--- src/rtl/demux_pkg.sv ---
// Shared constants for the stream demultiplexer: default counter width and lane-count limit.
package demux_pkg;
    localparam int CNT_WIDTH_DEFAULT = 16;
    localparam int MAX_LINES         = 32;
endpackage

--- src/rtl/lane_register.sv ---
// One-entry output buffer for a single lane: a valid bit plus a data word.
// A load wins over a drain, so a lane refilled while draining keeps streaming every cycle.
module lane_register #(
    parameter int DATA_WIDTH = 32
) (
    input  logic                  clk,
    input  logic                  reset,
    input  logic                  i_load,
    input  logic [DATA_WIDTH-1:0] i_data,
    input  logic                  i_ready,
    output logic                  o_valid,
    output logic [DATA_WIDTH-1:0] o_data
);
    logic                  r_valid;
    logic [DATA_WIDTH-1:0] r_data;

    always_ff @(posedge clk or posedge reset) begin
        if (reset) begin
            r_valid <= 1'b0;
            r_data  <= '0;
        end else if (i_load) begin
            r_valid <= 1'b1;
            r_data  <= i_data;
        end else if (i_ready) begin
            // The data word is left in place so an idle lane simply shows its last value.
            r_valid <= 1'b0;
        end
    end

    assign o_valid = r_valid;
    assign o_data  = r_data;
endmodule

--- src/rtl/stream_demultiplexer.sv ---
// Routes each input word to every lane in a multi-hot mask, all-or-nothing.
// Words with an empty mask are accepted, discarded, and counted in a saturating counter.
module stream_demultiplexer
    import demux_pkg::*;
#(
    parameter int DATA_WIDTH = 32,
    parameter int DATA_LINES = 4,
    parameter int CNT_WIDTH  = CNT_WIDTH_DEFAULT
) (
    input  logic                                  clk,
    input  logic                                  reset,
    input  logic                                  in_valid,
    output logic                                  in_ready,
    input  logic [DATA_WIDTH-1:0]                 in_data,
    input  logic [DATA_LINES-1:0]                 in_sel,
    output logic [DATA_LINES-1:0]                 out_valid,
    input  logic [DATA_LINES-1:0]                 out_ready,
    output logic [DATA_LINES-1:0][DATA_WIDTH-1:0] out_data,
    output logic [CNT_WIDTH-1:0]                  drop_count
);
    if (DATA_LINES < 1 || DATA_LINES > MAX_LINES) begin : g_bad_lines
        $error("stream_demultiplexer: DATA_LINES out of range");
    end

    logic [DATA_LINES-1:0] w_free;
    logic [DATA_LINES-1:0] w_load;
    logic                  w_xfer;
    logic                  w_drop;
    logic [CNT_WIDTH-1:0]  r_drop_count;

    // A lane is free if empty or being drained this cycle; only selected lanes gate acceptance.
    assign w_free   = ~out_valid | out_ready;
    assign in_ready = &(~in_sel | w_free);
    assign w_xfer   = in_valid & in_ready;
    assign w_load   = {DATA_LINES{w_xfer}} & in_sel;
    assign w_drop   = w_xfer & (in_sel == '0);

    for (genvar i = 0; i < DATA_LINES; i++) begin : g_lane
        lane_register #(
            .DATA_WIDTH(DATA_WIDTH)
        ) u_lane (
            .clk    (clk),
            .reset  (reset),
            .i_load (w_load[i]),
            .i_data (in_data),
            .i_ready(out_ready[i]),
            .o_valid(out_valid[i]),
            .o_data (out_data[i])
        );
    end

    always_ff @(posedge clk or posedge reset) begin
        if (reset) begin
            r_drop_count <= '0;
        end else if (w_drop && r_drop_count != '1) begin
            r_drop_count <= r_drop_count + CNT_WIDTH'(1);
        end
    end

    assign drop_count = r_drop_count;
endmodule

--- config.mk ---
export PLATFORM = sky130hd
export DESIGN_NAME = stream_demultiplexer
export DESIGN_NICKNAME = d
export VERILOG_FILES = /design/src/rtl/demux_pkg.sv /design/src/rtl/lane_register.sv /design/src/rtl/stream_demultiplexer.sv
export SDC_FILE = /design/constraint.sdc
export NUM_CORES = 1
export LEC_CHECK = 0
export ABC_AREA = 0
export ABC_CLOCK_PERIOD_IN_PS = 5570
export CAP_MARGIN = 20
export CORE_MARGIN = 2
export CORE_UTILIZATION = 46
export CTS_BUF_LIST = sky130_fd_sc_hd__clkbuf_4 sky130_fd_sc_hd__clkbuf_8 sky130_fd_sc_hd__clkbuf_16
export CTS_CLUSTER_DIAMETER = 50
export DETAILED_ROUTE_END_ITERATION = 10
export PLACE_DENSITY = 0.88
export REMOVE_ABC_BUFFERS = 1
export SKIP_LAST_GASP = 1
export SLEW_MARGIN = 20
export SYNTH_ARGS = -nofsm -noshare
export SYNTH_HDL_FRONTEND = slang
export SYNTH_SLANG_ARGS = --single-unit
--- constraint.sdc ---
create_clock -name clk -period 5.57 [get_ports clk]
set_input_delay 1.114 -clock clk [delete_from_list [all_inputs] [get_ports clk]]
set_output_delay 1.114 -clock clk [all_outputs]
set_load 0.005 [all_outputs]
# Word-level counts from Yosys, hierarchy flattened
# Index checks and enable logic that the tools add are counted.
[word_totals]
ff_bits = 148
input_bits = 43
output_inout_bits = 149
word_cells = 33
[op_classes]
n_addsub = 1
eq_ne = 1
n_mux = 8
bitwise = 7
n_reduce_logical = 7
[op_table]
columns = ["operator", "n"]
rows = [
  ["16-bit by 1-bit adder with 16-bit output, second input constant", 1],
  ["16-bit != test, second input constant", 1],
  ["1-bit 2-to-1 mux", 8],
  ["4-bit inverter", 2],
  ["4-bit bitwise OR", 2],
  ["2-bit nonzero test", 4],
  ["4-bit bitwise AND", 1],
  ["4-bit logical NOT", 1],
  ["4-bit AND reduction", 1],
  ["1-bit bitwise AND", 2],
  ["1-bit logical AND", 1],
]

# Logic depth before layout (Yosys ltp)
# Gate-level depths: netlist of the first run.
[logic_depth]
ltp_word = 7
depth_mapped = 6
mapped_depth_nobuf = 5

# Hierarchy
# Synthesis of the first run repeated with hierarchy kept, for this count alone.
[hier_totals]
cells_unflattened = 373
area_unflattened_um2 = 6423.7
[by_module_without_submodules]
columns = ["mod", "n_inst", "cells_per_inst", "area_each_um2", "seq_area_each_um2"]
rows = [
  ["lane_register", 4, 72, 1381.3, 825.8],
  ["stream_demultiplexer", 1, 85, 898.4, 400.4],
]

# Worst setup path after synthesis of the first run
# OpenSTA, ideal clock, no wires.
[synth_path]
path_type = "input to register"
start = "in in_sel[1]"
end = "reg r_drop_count[1], in the netlist drop_count[1]"
setup_ns = 0.125
arrival_ns = 2.494
required_ns = 5.445
slack_ns = 2.951
stages = 5
n_path_buf = 1
path_cell_list = "or4b_4 > or2_0 > buf_6 > nor2_1 > mux2_2"
[synth_between]
elab_chain_cells = 6
word_cells_on_any_way = 7
classes_between = "bitwise: 4; reduce/logical: 3"
[synth_lines]
columns = ["item", "line", "rtl"]
rows = [
  ["from (decl)", "stream_demultiplexer.sv:15", "input logic [DATA_LINES-1:0] in_sel,"],
  ["4-bit inverter", "stream_demultiplexer.sv:33", "assign in_ready = &(~in_sel | w_free);"],
  ["4-bit bitwise OR", "stream_demultiplexer.sv:33", ""],
  ["4-bit AND reduction", "stream_demultiplexer.sv:33", ""],
  ["1-bit bitwise AND", "stream_demultiplexer.sv:34", "assign w_xfer = in_valid & in_ready;"],
  ["1-bit bitwise AND (*)", "stream_demultiplexer.sv:36", "assign w_drop = w_xfer & (in_sel == '0);"],
  ["1-bit logical AND (*)", "stream_demultiplexer.sv:55", "end else if (w_drop && r_drop_count != '1) begin"],
  ["to (signal assigned)", "stream_demultiplexer.sv:56", "r_drop_count <= r_drop_count + CNT_WIDTH'(1);"],
  ["to (decl)", "stream_demultiplexer.sv:29", "logic [CNT_WIDTH-1:0] r_drop_count;"],
]
# Mark *: on every way between the ends. The rest lies on a longest branch, timed or not.
# A chain may end at the register's enable or synchronous reset.

# Worst setup path after layout of the first run
[layout_path]
start = "in out_ready[3]"
end = "out in_ready"
[layout_between]
elab_chain_cells = 3
[layout_lines]
columns = ["item", "line", "rtl"]
rows = [
  ["from (decl)", "stream_demultiplexer.sv:17", "input logic [DATA_LINES-1:0] out_ready,"],
  ["4-bit bitwise OR", "stream_demultiplexer.sv:32", "assign w_free = ~out_valid | out_ready;"],
  ["4-bit bitwise OR", "stream_demultiplexer.sv:33", ""],
  ["4-bit AND reduction", "stream_demultiplexer.sv:33", ""],
  ["to (decl)", "stream_demultiplexer.sv:13", "output logic in_ready,"],
]
# Every way passes these cells.

==> run summary, run 1 <==
Core area - 12160 µm²
Clock-pin slew of the registers on the worst-case setup and hold paths - 0.05 ns
Area Overhead vs Synth - 45.83%
Post-cts sizing count - 0
# rows - 40
Initial Utilization - 47.61%
Pwr Density - 416.9 nW/µm²
Inst Count DP - 707
Max IR drop VDD - 288.5 µV
Switching pwr - 827.8 µW
Vias in the first global route - 4006
Worst Setup SP - out_ready[3]
CP max FO - 5
Switching Share - 23.51%
GR Util met2 - 35.79%
I/O Pins - 192
Synth Warn # - 0
Mapped Area - 5791 µm²
Slew headroom - 33.85%
Number of clock sinks - 148
Remaining global-route overflow - 0
Sequential share of power - 41.3%
Final min period - 3.613 ns
Via count - 3777
Status - finished clean
DR pass1 iterations - 4
#FFs+latches synth - 148
Die width - 116.2 µm
Clk pwr share - 33.5%
DRT antenna net count - 0
Initial antenna violation count - 0
Largest net degree at the start of global routing - 54
Share of cells above drive strength 1 - 30.70%
Final #Nets - 602
Mean cell area of the mapped netlist - 15.78 µm²
Worst Hold Class - flop to flop
Setup TNS - 0 ns
Clock Tree Root - clkbuf_16
CP delay by family, top - buffers and inverters
DR WL/cell - 18.76 µm
DRC viols - 0
Yosys cell types - 30
Post-CTS setup buffer count - 0
Util after Layout - 69.43%
Pleak - 3.546 nW
H-Tree Depth - 4
CP most frequent cell - clkdlybuf4s50_1
Int Power - 2.693 mW
Final Max Tran Viols - 0
CP peak stage delay - 0.51 ns
Grt met1 use - 25.22%
RSZ-0062 raised after global routing - no
DR vias/cell - 5.118
CTS tree - built
R2r startpoint - drop_count[0]$_DFFE_PP0P_
Post-synthesis sequential area ratio - 63.96%
Crit. End Element - output pin
Worst path slowest cell - clkdlybuf4s50_1
Reg-to-Reg End - drop_count[1]$_DFFE_PP0P_
FILL cells - 816
R2R Setup Slk - 3.37 ns
Count of final setup violators - 0
Combinational share of power - 25.2%
Final std cells w/o fill - 738
DIE AREA - 13500 µm²
Routing usage on met3 - 7.161%
Number of synthesized flops with an enable pin - 0
Final period util - 64.86%
Busiest grt layer - met2
Arr. time, crit path - 2.50 ns
Tightest Pin Transition - 0.9923 ns
Hold buffer count at CTS - 0
DP HPWL - 9.377 mm
GPL Wtd Cong - 0.7604
Total global-route track usage - 21.24%
Post-synth ARST share - 100.0%
Worst-Skew Late Latency - 0.41 ns
Top FF cell, synth - dfrtp_1
Startpoint types - input pin
R2R depth - 5
Fmax - 276.8 MHz
Syn Inst Count - 367
Port Buf Inserts - 191
First-pass GRT wire length - 21.33 mm
Critical Path RT - 4.46 ns
DRT iter0 DRCs - 199
# diodes - 0
Crit path depth - 4
Clock buffer depth - 2
Chip Height - 116.2 µm
Reported max-cap violation count - 0
CP endpoint - in_ready
Final hold violations - 0
Final Power - 3.520 mW
Num CTS Buffers - 17
Final WL - 13.84 mm
Clock Skews - 0.006402 ns
Buffers and inverters on the worst path - 2
Crit Path Category - input pin to output pin
Critical-path cell list - clkdlybuf4s50_1 > nand3b_1 > and4_1 > clkdlybuf4s50_1
-- kinds of logic (layout without fill, tap and decap cells) --
family	count (synthesis)	after routing	share of synthesized area, %
fa+ha+maj	1	1	0.2160
simple gates	44	44	5.575
xor+xnor	14	14	2.118
flops	148	148	63.96
compound gates	4	4	0.5186
mux	130	130	25.28
buf+inv	26	229	2.334
-- routing by layer --
metal,up-vias,part of all wire [%]
met3,18,7.5
met2,146,50
met4,0,1.8
met1,1930,40
met5,-,0
li1,1683,-
-- sequential cells by signal, summed over array words and instances, names as in the netlist --
register and count:
drop_count 16, g_lane.u_lane.o_data 128, g_lane.u_lane.o_valid 4
-- cell type report --
cell class / count / area [µm²] / area share, %
Clock buffer: 23 / 501.7 / 5.942
Clock inverter: 8 / 122.6 / 1.452
Sequential cell: 148 / 3704 / 43.86
Timing Repair Buffer: 193 / 1927 / 22.82
Tap cell: 168 / 210.2 / 2.489
Multi-Input combinational cell: 193 / 1956 / 23.16
Inverter: 5 / 23.77 / 0.2815
-- worst reg2reg max path, stage by stage, from the launching register on --
cell and delay, ns:
dfrtp_1 0.43, ha_1 0.22, nand4_1 0.40, nor4_4 0.62, nor2_1 0.13, mux2_2 0.29
-- synthesized netlist by cell type (4+ instances only) --
library cell  number  area share [%]
dfrtp_1          148              64
mux2_2           130              25
buf_2             12             1.0
xor2_1            11             1.7
inv_1              5            0.32
nand3_1            5            0.43
nand4_1            5            0.54
a21o_1             4            0.52
buf_4              4            0.52
clkbuf_1           4            0.26
nand2_1            4            0.26
nand3b_1           4            0.52
-- power by group through the flow --
stage	sequential [mW]	clock (mW)	combinational, mW
finish	1.45	1.18	0.888
global route	1.48	1.24	0.950
CTS	1.46	1.20	0.901
detailed placement	1.47	0	0.894
global placement	1.46	0	0.870
floorplan	1.47	0	0.270
-- how the worst min path moves through the flow --
| stage | slack, ns | startpoint | to | cells after the start |
|---|---|---|---|---|
| after floorplan | 0.49 | drop_count[11]$_DFFE_PP0P_ | drop_count[11]$_DFFE_PP0P_ | 1 |
| after global placement | 0.49 | g_lane[3].u_lane.o_data[17]$_DFFE_PP0P_ | g_lane[3].u_lane.o_data[17]$_DFFE_PP0P_ | 1 |
| after detailed placement | 0.49 | g_lane[0].u_lane.o_data[19]$_DFFE_PP0P_ | g_lane[0].u_lane.o_data[19]$_DFFE_PP0P_ | 1 |
| after CTS | 0.51 | g_lane[1].u_lane.o_data[18]$_DFFE_PP0P_ | g_lane[1].u_lane.o_data[18]$_DFFE_PP0P_ | 1 |
| after global routing | 0.51 | g_lane[0].u_lane.o_data[20]$_DFFE_PP0P_ | g_lane[0].u_lane.o_data[20]$_DFFE_PP0P_ | 1 |
| final | 0.50 | g_lane[2].u_lane.o_data[25]$_DFFE_PP0P_ | g_lane[2].u_lane.o_data[25]$_DFFE_PP0P_ | 1 |
-- placed cells by master, fill, tap and decap left out, drive strengths merged --
cell type,synthesis,layout
or3,2,2
dfrtp,148,148
nor4,5,5
clkdlybuf4s50,0,191
bufinv,0,3
or2,1,1
nor4b,3,3
clkinvlp,0,3
nand2,4,4
clkinv,0,2
and4,1,1
ha,1,1
a21o,4,4
nor3,3,3
clkbuf,4,23
nand4,5,5
nor2,3,3
nor3b,1,1
nand3,5,5
nand3b,4,4
xnor2,3,3
nand4b,2,2
xor2,11,11
and3,4,4
buf,17,2
mux2,130,130
inv,5,5
or4b,1,1
-- stage by stage --
| step | instance area, µm² | worst slack (ns) | hold WS (ns) |
|---|---|---|---|
| after floorplan | 5674 | 0.4763 | 0.4882 |
| after global placement | 7820 | 2.013 | 0.4887 |
| after detailed placement | 7820 | 1.967 | 0.4942 |
| after CTS | 8444 | 1.966 | 0.5065 |
| after global routing | 8444 | 1.903 | 0.5132 |
| final | 8444 | 1.957 | 0.5042 |
(Power assumes the default switching activity.)
==> run 2, diff against run 1 <==
--- a/config.mk
+++ b/config.mk
@@ -6,7 +6,7 @@
 export NUM_CORES = 1
 export LEC_CHECK = 0
 export ABC_AREA = 0
-export ABC_CLOCK_PERIOD_IN_PS = 5570
+export ABC_CLOCK_PERIOD_IN_PS = 3490
 export CAP_MARGIN = 20
 export CORE_MARGIN = 2
 export CORE_UTILIZATION = 46
==> constraint.sdc (replaced) <==
create_clock -name clk -period 3.49 [get_ports clk]
set_input_delay 0.698 -clock clk [delete_from_list [all_inputs] [get_ports clk]]
set_output_delay 0.698 -clock clk [all_outputs]
set_load 0.005 [all_outputs]
==> run summary, run 2 (synthesized netlist as in run 1, its figures left out) <==
Final #Nets - 606
Clock buffer depth - 2
Initial antenna violation count - 0
Status - finished clean
Most common cell after layout, fill and taps aside - clkdlybuf4s50_1
CP max FO - 5
Final period util - 80.34%
DRT iter0 DRCs - 211
DR WL met3 - 1.112 mm
Final hold violations - 0
Largest net degree at the start of global routing - 66
Worst path slowest cell - clkdlybuf4s50_1
Tightest Pin Transition - 0.4692 ns
RSZ-0062 raised after global routing - no
Crit path depth - 4
Number of clock sinks - 148
Final WL - 14.00 mm
Post-CTS setup buffer count - 0
Startpoint types - input pin
Initial Utilization - 47.61%
Max reg flops - 128
Hold slack - 0.5008 ns
DIE AREA - 13500 µm²
Fmax - 356.7 MHz
Hold buffer count at CTS - 0
Pleak - 3.547 nW
Final min period - 2.804 ns
FILL cells - 857
DR vias/cell - 5.074
CP delay by family, top - buffers and inverters
DRT antenna net count - 0
Reported max-cap violation count - 0
DRC viols - 0
DP HPWL - 10.20 mm
CTS tree - built
Worst-Skew Late Latency - 0.42 ns
Worst Setup SP - out_ready[3]
R2R Setup Slk - 1.29 ns
First-pass GRT wire length - 22.15 mm
R2r startpoint - drop_count[0]$_DFFE_PP0P_
Commonest cells after routing, fill and taps aside - clkdlybuf4s50_1 (191), dfrtp_1 (148), mux2_2 (130), clkbuf_16 (17), xor2_1 (11)
CP most frequent cell - clkdlybuf4s50_1
Vias in the first global route - 4154
DR WL/cell - 18.89 µm
Core area - 12160 µm²
Critical Path RT - 2.79 ns
# diodes - 0
Critical-path cell list - clkdlybuf4s50_1 > nand3b_1 > and4_1 > clkdlybuf4s50_1
Clock Skews - 0.009585 ns
Max IR drop VDD - 430.1 µV
Via count - 3760
Min-delay src - drop_count[11]$_DFFE_PP0P_
Crit Path Category - input pin to output pin
Port Buf Inserts - 191
Arr. time, crit path - 2.11 ns
Placed cell area - 7888 µm²
CP peak stage delay - 0.53 ns
# rows - 40
R2R depth - 5
Total global-route track usage - 21.95%
Num CTS Buffers - 17
Length of routed wiring on met1 - 5.557 mm
Worst Hold End - drop_count[11]$_DFFE_PP0P_
Top Layer Used - met4
Met2 WL - 7.071 mm
Buffers and inverters on the worst path - 2
Final Max Tran Viols - 0
Share of cells above drive strength 1 - 31.06%
Clock Tree Root - clkbuf_16
Worst Hold Class - flop to flop
Die width - 116.2 µm
Remaining global-route overflow - 0
Slew headroom - 68.48%
Clock-pin slew of the registers on the worst-case setup and hold paths - 0.05 ns
Crit. End Element - output pin
I/O Pins - 192
Worst Hold Depth - 1
Post-cts sizing count - 0
Pwr Density - 640.4 nW/µm²
Count of final setup violators - 0
GPL Wtd Cong - 0.7579
Chip Height - 116.2 µm
Area Overhead vs Synth - 45.40%
H-Tree Depth - 4
DR pass1 iterations - 4
Reg-to-Reg End - drop_count[1]$_DFFE_PP0P_
Finished layout cell area - 8419 µm²
Util after Layout - 69.23%
## run 2: changes by cell type in the layout (fill, tap and decap cells not counted), moves of 2 or more
cell	change
clkinvlp_4	-2
buf_12	+3
clkinv_2	+2
bufinv_16	-3
clkbuf_8	-2
clkbuf_4	+4
## run 2: cell type report
class                   instances  area, µm²  share of cell area (%)
repair buffers                197       1994                   23.69
flip-flops and latches        148       3704                   43.99
multi-input cells             193       1956                   23.23
inverters                       5      23.77                  0.2824
clock inverters                 5      27.53                  0.3269
clock buffers                  25      504.2                   5.989
well taps                     168      210.2                   2.497
## run 2: worst max-delay path by stage
stage,end
2_1_floorplan,drop_count[0]$_DFFE_PP0P_
3_3_place_gp,g_lane[0].u_lane.o_data[22]$_DFFE_PP0P_
3_5_place_dp,g_lane[0].u_lane.o_data[31]$_DFFE_PP0P_
4_1_cts,in_ready
5_1_grt,in_ready
6_report,in_ready
## run 2: layer usage
metal | vias to the layer above | track usage [%]
li1 | 1692 | -
met5 | - | 0
met1 | 1905 | 25.39
met4 | 0 | 8.333
met3 | 20 | 8.355
met2 | 143 | 37.27
## run 2: stage by stage
step	TNS, ns	std cells	setup slack (ns)	total power [mW]
3_5_place_dp	0	711	0.5711	3.799
6_report	0	741	0.6863	5.392
4_1_cts	0	741	0.6990	5.461
2_1_floorplan	-175.78	346	-1.188	2.782
5_1_grt	0	741	0.6182	5.664
3_3_place_gp	0	711	0.6434	3.726
## run 2: report_power, final
group / switching [mW] / total [mW] / internal, mW / leakage (nW)
clock network: 0.647 / 1.64 / 0.990 / 0.270
registers: 0.222 / 2.32 / 2.10 / 1.77
logic: 0.446 / 1.43 / 0.989 / 1.50
